`src/rtl/corevx_store_queue.sv`:
```
// Purpose : store queue between execute and the data-memory write port; converts stores to bus form on entry.
// Latency : a push at edge N is presented on m_* after edge N; a rejected store pulses err_valid the next cycle.
// Backpr. : s_ready = !full && !fence_req (a merge hit may also accept when full); m_* held while m_valid && !m_ready.
//
// Ports:
//   clk, rst_n                        clock, asynchronous active-low reset
//   s_valid/s_ready/s_addr/s_type/s_data  store request (type 0 byte, 1 half, 2 word, 3 illegal)
//   err_valid/err_cause               one-cycle reject pulse (1 misaligned, 2 unknown type)
//   m_valid/m_ready/m_addr/m_wdata/m_wmask  head entry on the write channel
//   fence_req/fence_done              drain request / queue empty with no push this cycle
//   count                             current occupancy
// Optional feature: define COREVX_STORE_QUEUE_MERGE_EN to merge same-word stores into the tail entry.
module corevx_store_queue #(
    parameter int DEPTH = 4,
    parameter int CNT_W = $clog2(DEPTH) + 1
) (
    input  logic             clk,
    input  logic             rst_n,
    input  logic             s_valid,
    output logic             s_ready,
    input  logic [31:0]      s_addr,
    input  logic [1:0]       s_type,
    input  logic [31:0]      s_data,
    output logic             err_valid,
    output logic [1:0]       err_cause,
    output logic             m_valid,
    input  logic             m_ready,
    output logic [31:0]      m_addr,
    output logic [31:0]      m_wdata,
    output logic [3:0]       m_wmask,
    input  logic             fence_req,
    output logic             fence_done,
    output logic [CNT_W-1:0] count
);
    localparam int PTR_W = $clog2(DEPTH);

    logic [PTR_W-1:0] wr_ptr_q, wr_ptr_d;
    logic [PTR_W-1:0] rd_ptr_q, rd_ptr_d;
    logic [CNT_W-1:0] count_q, count_d;
    logic [31:0]      mem_addr_q [DEPTH];
    logic [31:0]      mem_addr_d [DEPTH];
    logic [31:0]      mem_data_q [DEPTH];
    logic [31:0]      mem_data_d [DEPTH];
    logic [3:0]       mem_mask_q [DEPTH];
    logic [3:0]       mem_mask_d [DEPTH];
    logic             err_valid_q, err_valid_d;
    logic [1:0]       err_cause_q, err_cause_d;

    // Request decode into bus form
    logic [1:0]  off;
    logic [31:0] req_addr;
    logic [31:0] req_data;
    logic [3:0]  req_mask;
    logic        req_bad_type;
    logic        req_misalign;
    logic        req_legal;

    always_comb begin
        off          = s_addr[1:0];
        req_addr     = {s_addr[31:2], 2'b00};
        req_data     = s_data << {off, 3'b000};
        req_bad_type = (s_type == 2'd3);
        req_mask     = 4'b0000;
        req_misalign = 1'b0;
        case (s_type)
            2'd0: req_mask = 4'b0001 << off;
            2'd1: begin
                req_mask     = 4'b0011 << off;
                req_misalign = off[0];
            end
            2'd2: begin
                req_mask     = 4'b1111;
                req_misalign = (off != 2'd0);
            end
            default: ;
        endcase
        req_legal = !req_bad_type && !req_misalign;
    end

    logic merge_hit;
`ifdef COREVX_STORE_QUEUE_MERGE_EN
    // With two or more entries the tail is never the presented head, so it may be edited freely.
    logic [PTR_W-1:0] tail_ptr;
    assign tail_ptr  = wr_ptr_q - PTR_W'(1);
    assign merge_hit = req_legal && (count_q >= CNT_W'(2)) && (mem_addr_q[tail_ptr] == req_addr);
`else
    assign merge_hit = 1'b0;
`endif

    logic full, accept, push, pop;
    assign full    = (count_q == CNT_W'(DEPTH));
    assign s_ready = (!full || merge_hit) && !fence_req;
    assign accept  = s_valid && s_ready;
    // A merge hit is consumed without allocating; rejected stores are consumed and dropped.
    assign push    = accept && req_legal && !merge_hit;
    assign pop     = m_valid && m_ready;

    always_comb begin
        wr_ptr_d   = wr_ptr_q;
        rd_ptr_d   = rd_ptr_q;
        count_d    = count_q;
        mem_addr_d = mem_addr_q;
        mem_data_d = mem_data_q;
        mem_mask_d = mem_mask_q;

        if (push) begin
            mem_addr_d[wr_ptr_q] = req_addr;
            mem_data_d[wr_ptr_q] = req_data;
            mem_mask_d[wr_ptr_q] = req_mask;
            wr_ptr_d             = wr_ptr_q + PTR_W'(1);
        end
`ifdef COREVX_STORE_QUEUE_MERGE_EN
        if (accept && merge_hit) begin
            mem_mask_d[tail_ptr] = mem_mask_q[tail_ptr] | req_mask;
            for (int b = 0; b < 4; b++) begin
                if (req_mask[b]) begin
                    mem_data_d[tail_ptr][b*8 +: 8] = req_data[b*8 +: 8];
                end
            end
        end
`endif
        if (pop) begin
            rd_ptr_d = rd_ptr_q + PTR_W'(1);
        end
        case ({push, pop})
            2'b10:   count_d = count_q + CNT_W'(1);
            2'b01:   count_d = count_q - CNT_W'(1);
            default: ;
        endcase

        err_valid_d = accept && !req_legal;
        err_cause_d = 2'd0;
        if (err_valid_d) begin
            err_cause_d = req_bad_type ? 2'd2 : 2'd1;
        end
    end

    always_ff @(posedge clk or negedge rst_n) begin
        if (!rst_n) begin
            wr_ptr_q    <= '0;
            rd_ptr_q    <= '0;
            count_q     <= '0;
            err_valid_q <= 1'b0;
            err_cause_q <= 2'd0;
            for (int i = 0; i < DEPTH; i++) begin
                mem_addr_q[i] <= '0;
                mem_data_q[i] <= '0;
                mem_mask_q[i] <= '0;
            end
        end else begin
            wr_ptr_q    <= wr_ptr_d;
            rd_ptr_q    <= rd_ptr_d;
            count_q     <= count_d;
            err_valid_q <= err_valid_d;
            err_cause_q <= err_cause_d;
            mem_addr_q  <= mem_addr_d;
            mem_data_q  <= mem_data_d;
            mem_mask_q  <= mem_mask_d;
        end
    end

    assign m_valid    = (count_q != '0);
    assign m_addr     = mem_addr_q[rd_ptr_q];
    assign m_wdata    = mem_data_q[rd_ptr_q];
    assign m_wmask    = mem_mask_q[rd_ptr_q];
    assign count      = count_q;
    assign fence_done = (count_q == '0) && !accept;
    assign err_valid  = err_valid_q;
    assign err_cause  = err_cause_q;

    a_count_range: assert property (@(posedge clk) disable iff (!rst_n) count_q <= CNT_W'(DEPTH));

endmodule
```
`config.mk`:
```
export PLATFORM = sky130hd
export DESIGN_NAME = corevx_store_queue
export DESIGN_NICKNAME = d
export VERILOG_FILES = /design/src/rtl/corevx_store_queue.sv
export SDC_FILE = /design/constraint.sdc
export NUM_CORES = 1
export LEC_CHECK = 0
export CAP_MARGIN = 15
export CORE_UTILIZATION = 60
export CTS_CLUSTER_DIAMETER = 50
export DETAILED_ROUTE_END_ITERATION = 10
export DONT_BUFFER_PORTS = 1
export PLACE_DENSITY = 0.85
export SETUP_SLACK_MARGIN = 0.15
export SYNTH_ARGS = -nofsm -noshare
export SYNTH_HDL_FRONTEND = slang
export SYNTH_SLANG_ARGS = --single-unit
```
`constraint.sdc`:
```
create_clock -name clk -period 2.2 [get_ports clk]
set_input_delay 0.33 -clock clk [delete_from_list [all_inputs] [get_ports clk]]
set_output_delay 0.33 -clock clk [all_outputs]
set_load 0.03 [all_outputs]
```
==> metrics.txt <==
Reg area=0.00687 mm²; Non-Filler Instances=about 1100; Seq/Total Area, Yosys=53.1%; hold_buf cts=31; # fillers=1217; cell family with most CP delay=multiplexers; Setup TNS=-6.51 ns; gr ovfl total=0; drt pass-1 iters=4; final WL=29800 µm; Worst path slowest cell=mux4_2; die area=0.0221 mm²; final routed DRC violation total=0; antenna violations before repair=0; worst slew pin tran=~0.63 ns; area leader, netlist=dfrtp_1; CTS Buffer Depth=3; CP endpoint kind=output pin; final setup margin=-0.137 ns; final net count=930; via/cell ratio=6.21; Largest stage delay, worst path=~0.66 ns; Internal Pwr Total=16.1 mW; number of enable flip-flop cells after synthesis=0; Synth-to-Final Area Change=19.6%; Mapped Cells=788; die span in x=149 µm; Slew headroom=roughly 57%; Max Cap Viol=0; Pins Over Slew Limit=0; core footprint=about 0.021 mm²; crit path cell chain=buf_12, buf_16, mux4_2; share of layout cells above drive strength 1=52.0%; DPL Wire Length=~18000 µm; Placed Cells=1042; via count=7131; hold crit path type=in2async; synth top area cells=dfrtp_1, mux2_2, mux4_2; CTS tree=done; IO Count=148; worst path buffer plus inverter count=2; Period minus WS final=2.34 ns; Num CTS Buffers=31; clock slew at reported path FFs=0.06 ns; status=complete, but fails checks; wire length per cell=26.0 µm; Hold WS=-0.522 ns; sequential share of power=35.4%; Crit Path Class=reg2out; H-tree depth=1; PD cells=between 1500 and 2000 mW/mm²; clock latency on the worst-skew pair=around 0.55 ns; Highest Clock Rate=around 0.43 GHz; Leak Pwr=between 7 and 8 nW; clock sinks=about 270; clk root buf=clkbuf_16; Synth top area share=53.1%; DP Worst Slack=-0.0541 ns; Comb power frac=43.4%; ANT cells=0; Initial Utilization=61.2%; multi-input logic area=between 0.006 and 0.007 mm²; row count=53; port bufs=0; final antenna-violating net count=0; Tcrit/Tclk final=106%; sw power=8.83 mW; largest net degree at the start of global routing=around 280; gp weighted congestion=0.797; Synth Cell Area=between 0.01 and 0.015 mm²; final core utilization=73.2%; total global-route track usage=27.4%; Clk pwr share=between 20% and 30%; sw frac=35.4%; Final setup viols=between 60 and 70; CP Launch Type=flop; first-pass GRT wire length=around 46000 µm; failing checks=hold timing, setup timing; crit path max fanout=7; number of DRC markers in iteration 0=between 300 and 400; WP data required=1.87 ns; RSZ-0062 raised after global routing=true; Die Ht=149 µm; worst ir drop on vdd=0.856 mV; vias in the first global route=7902; critical path arrival=2.01 ns; Synth Warn #=0; Main synth FF type=dfrtp_1; Post-Syn Area per Cell=16.4 µm²; post-synthesis cell type count=35; final hold violation count=274; Final Skew=0.00912 ns; Synth Register Bits=274; Synth async-reset ratio=100%
## worst paths after layout
| check | startpoint | endpoint | slack, ns | cells past startpoint |
|---|---|---|---|---|
| max in group asynchronous | rst_n | rd_ptr_q[1] | 2.34 | 0 |
| worst max-delay path | rd_ptr_q[0] | m_wdata[31] | -0.14 | 3 |
| worst max register to register | count[2] | mem_addr_q[120] | 0.16 | 8 |
| min in group clk | m_ready | rd_ptr_q[0] | 0.05 | 2 |
| worst min register to register | mem_mask_q[11] | mem_mask_q[11] | 0.50 | 1 |
| worst min-delay path | rst_n | mem_addr_q[92] | -0.52 | 0 |
## metal layers
| layer | GRT usage [%] | share of wire, % |
|---|---|---|
| met4 | 11.2 | 3.2 |
| met2 | 44.2 | 49 |
| met1 | 36.0 | 41 |
| met3 | 6.38 | 6.1 |
| met5 | 0 | 0 |
## cell usage after synthesis (2+ instances only)
| cell type | number |
|---|---|
| buf_1 | 6 |
| mux2_2 | 168 |
| and2_1 | 11 |
| inv_1 | 9 |
| mux2_1 | 17 |
| nor2b_1 | 9 |
| nand3_2 | 2 |
| a211oi_1 | 8 |
| ha_1 | 8 |
| dfrtp_1 | 274 |
| a21oi_1 | 9 |
| mux4_2 | 66 |
| xnor2_1 | 3 |
| buf_8 | 4 |
| xor2_1 | 3 |
| nand2_1 | 13 |
| nor2_1 | 13 |
| buf_2 | 10 |
| buf_4 | 8 |
| o21ai_0 | 13 |
| buf_6 | 14 |
| clkbuf_1 | 12 |
| mux2_4 | 80 |
| mux2i_1 | 16 |
| and3_4 | 2 |
## area by class of cell
type	count	area share (%)
timing repair buffer	82	7.20
tap	275	2.23
sequential	274	44.5
clock inverter	16	1.19
inverter	9	0.300
clock buffer	40	5.63
multi-input combinational	452	39.0
## what timing repair did
action                                 in CTS  in global routing
cloned                                      2                  4
pin swaps                                   4                  9
endpoints found under the hold margin     396                274
buffers inserted                            8                  5
gates resized for setup                    14                 15
setup endpoints to repair                 120                 69
## cell usage in the layout, fill, tap and decap left out, types with 3 or more instances in the layout
| cell type | n |
|---|---|
| clkbuf_16 | 35 |
| buf_12 | 17 |
| nand2_1 | 12 |
| mux4_2 | 66 |
| mux2i_1 | 16 |
| a21oi_1 | 9 |
| nor2b_1 | 9 |
| clkinv_2 | 4 |
| clkinvlp_4 | 4 |
| inv_1 | 7 |
| mux2_4 | 163 |
| o21ai_0 | 12 |
| ha_1 | 6 |
| nor2_1 | 12 |
| bufinv_16 | 3 |
| buf_4 | 19 |
| mux2_2 | 102 |
| and2_1 | 10 |
| xnor2_1 | 3 |
| xor2_1 | 3 |
| dfrtp_1 | 271 |
| clkbuf_1 | 3 |
| a211oi_1 | 8 |
| dlygate4sd3_1 | 31 |
| buf_6 | 4 |
| buf_16 | 4 |
| inv_6 | 4 |
| clkbuf_8 | 6 |
## logic make-up after synthesis
family                     share of synthesized area (%)
AOI/OAI and AO/OA                                   1.58
xor gates and xnor gates                           0.407
adders and majority gates                          0.931
buffers and inverters                               3.32
DFF                                                 53.1
muxes                                               38.2
other                                             0.0291
and+or+nand+nor                                     2.41
## through the flow
step	hold slack (ns)	area, µm²	total power, mW
final	-0.522	15400	24.9
after CTS	-0.542	15200	24.6
after floorplan	0.0344	13300	16.8
after detailed placement	0.0462	13700	18.8
after global placement	0.0437	13700	18.3
after global routing	-0.539	15400	25.9
## power by group through the flow
stage | Sequential (mW) | Combinational, mW | Clock (mW)
after global routing | 9.07 | 11.3 | 5.52
after global placement | 8.65 | 9.65 | 0
after CTS | 8.78 | 10.5 | 5.31
final | 8.83 | 10.8 | 5.26
after floorplan | 8.31 | 8.53 | 0
after detailed placement | 8.92 | 9.93 | 0
## flip-flops by register name, summed over array words and instances (netlist names)
name and cells:
err_cause 2, rd_ptr_q 2, mem_data_q 128, count 3
mem_addr_q 120, err_valid 1, wr_ptr_q 2, mem_mask_q 16
Power figures use the tool's default switching activity.
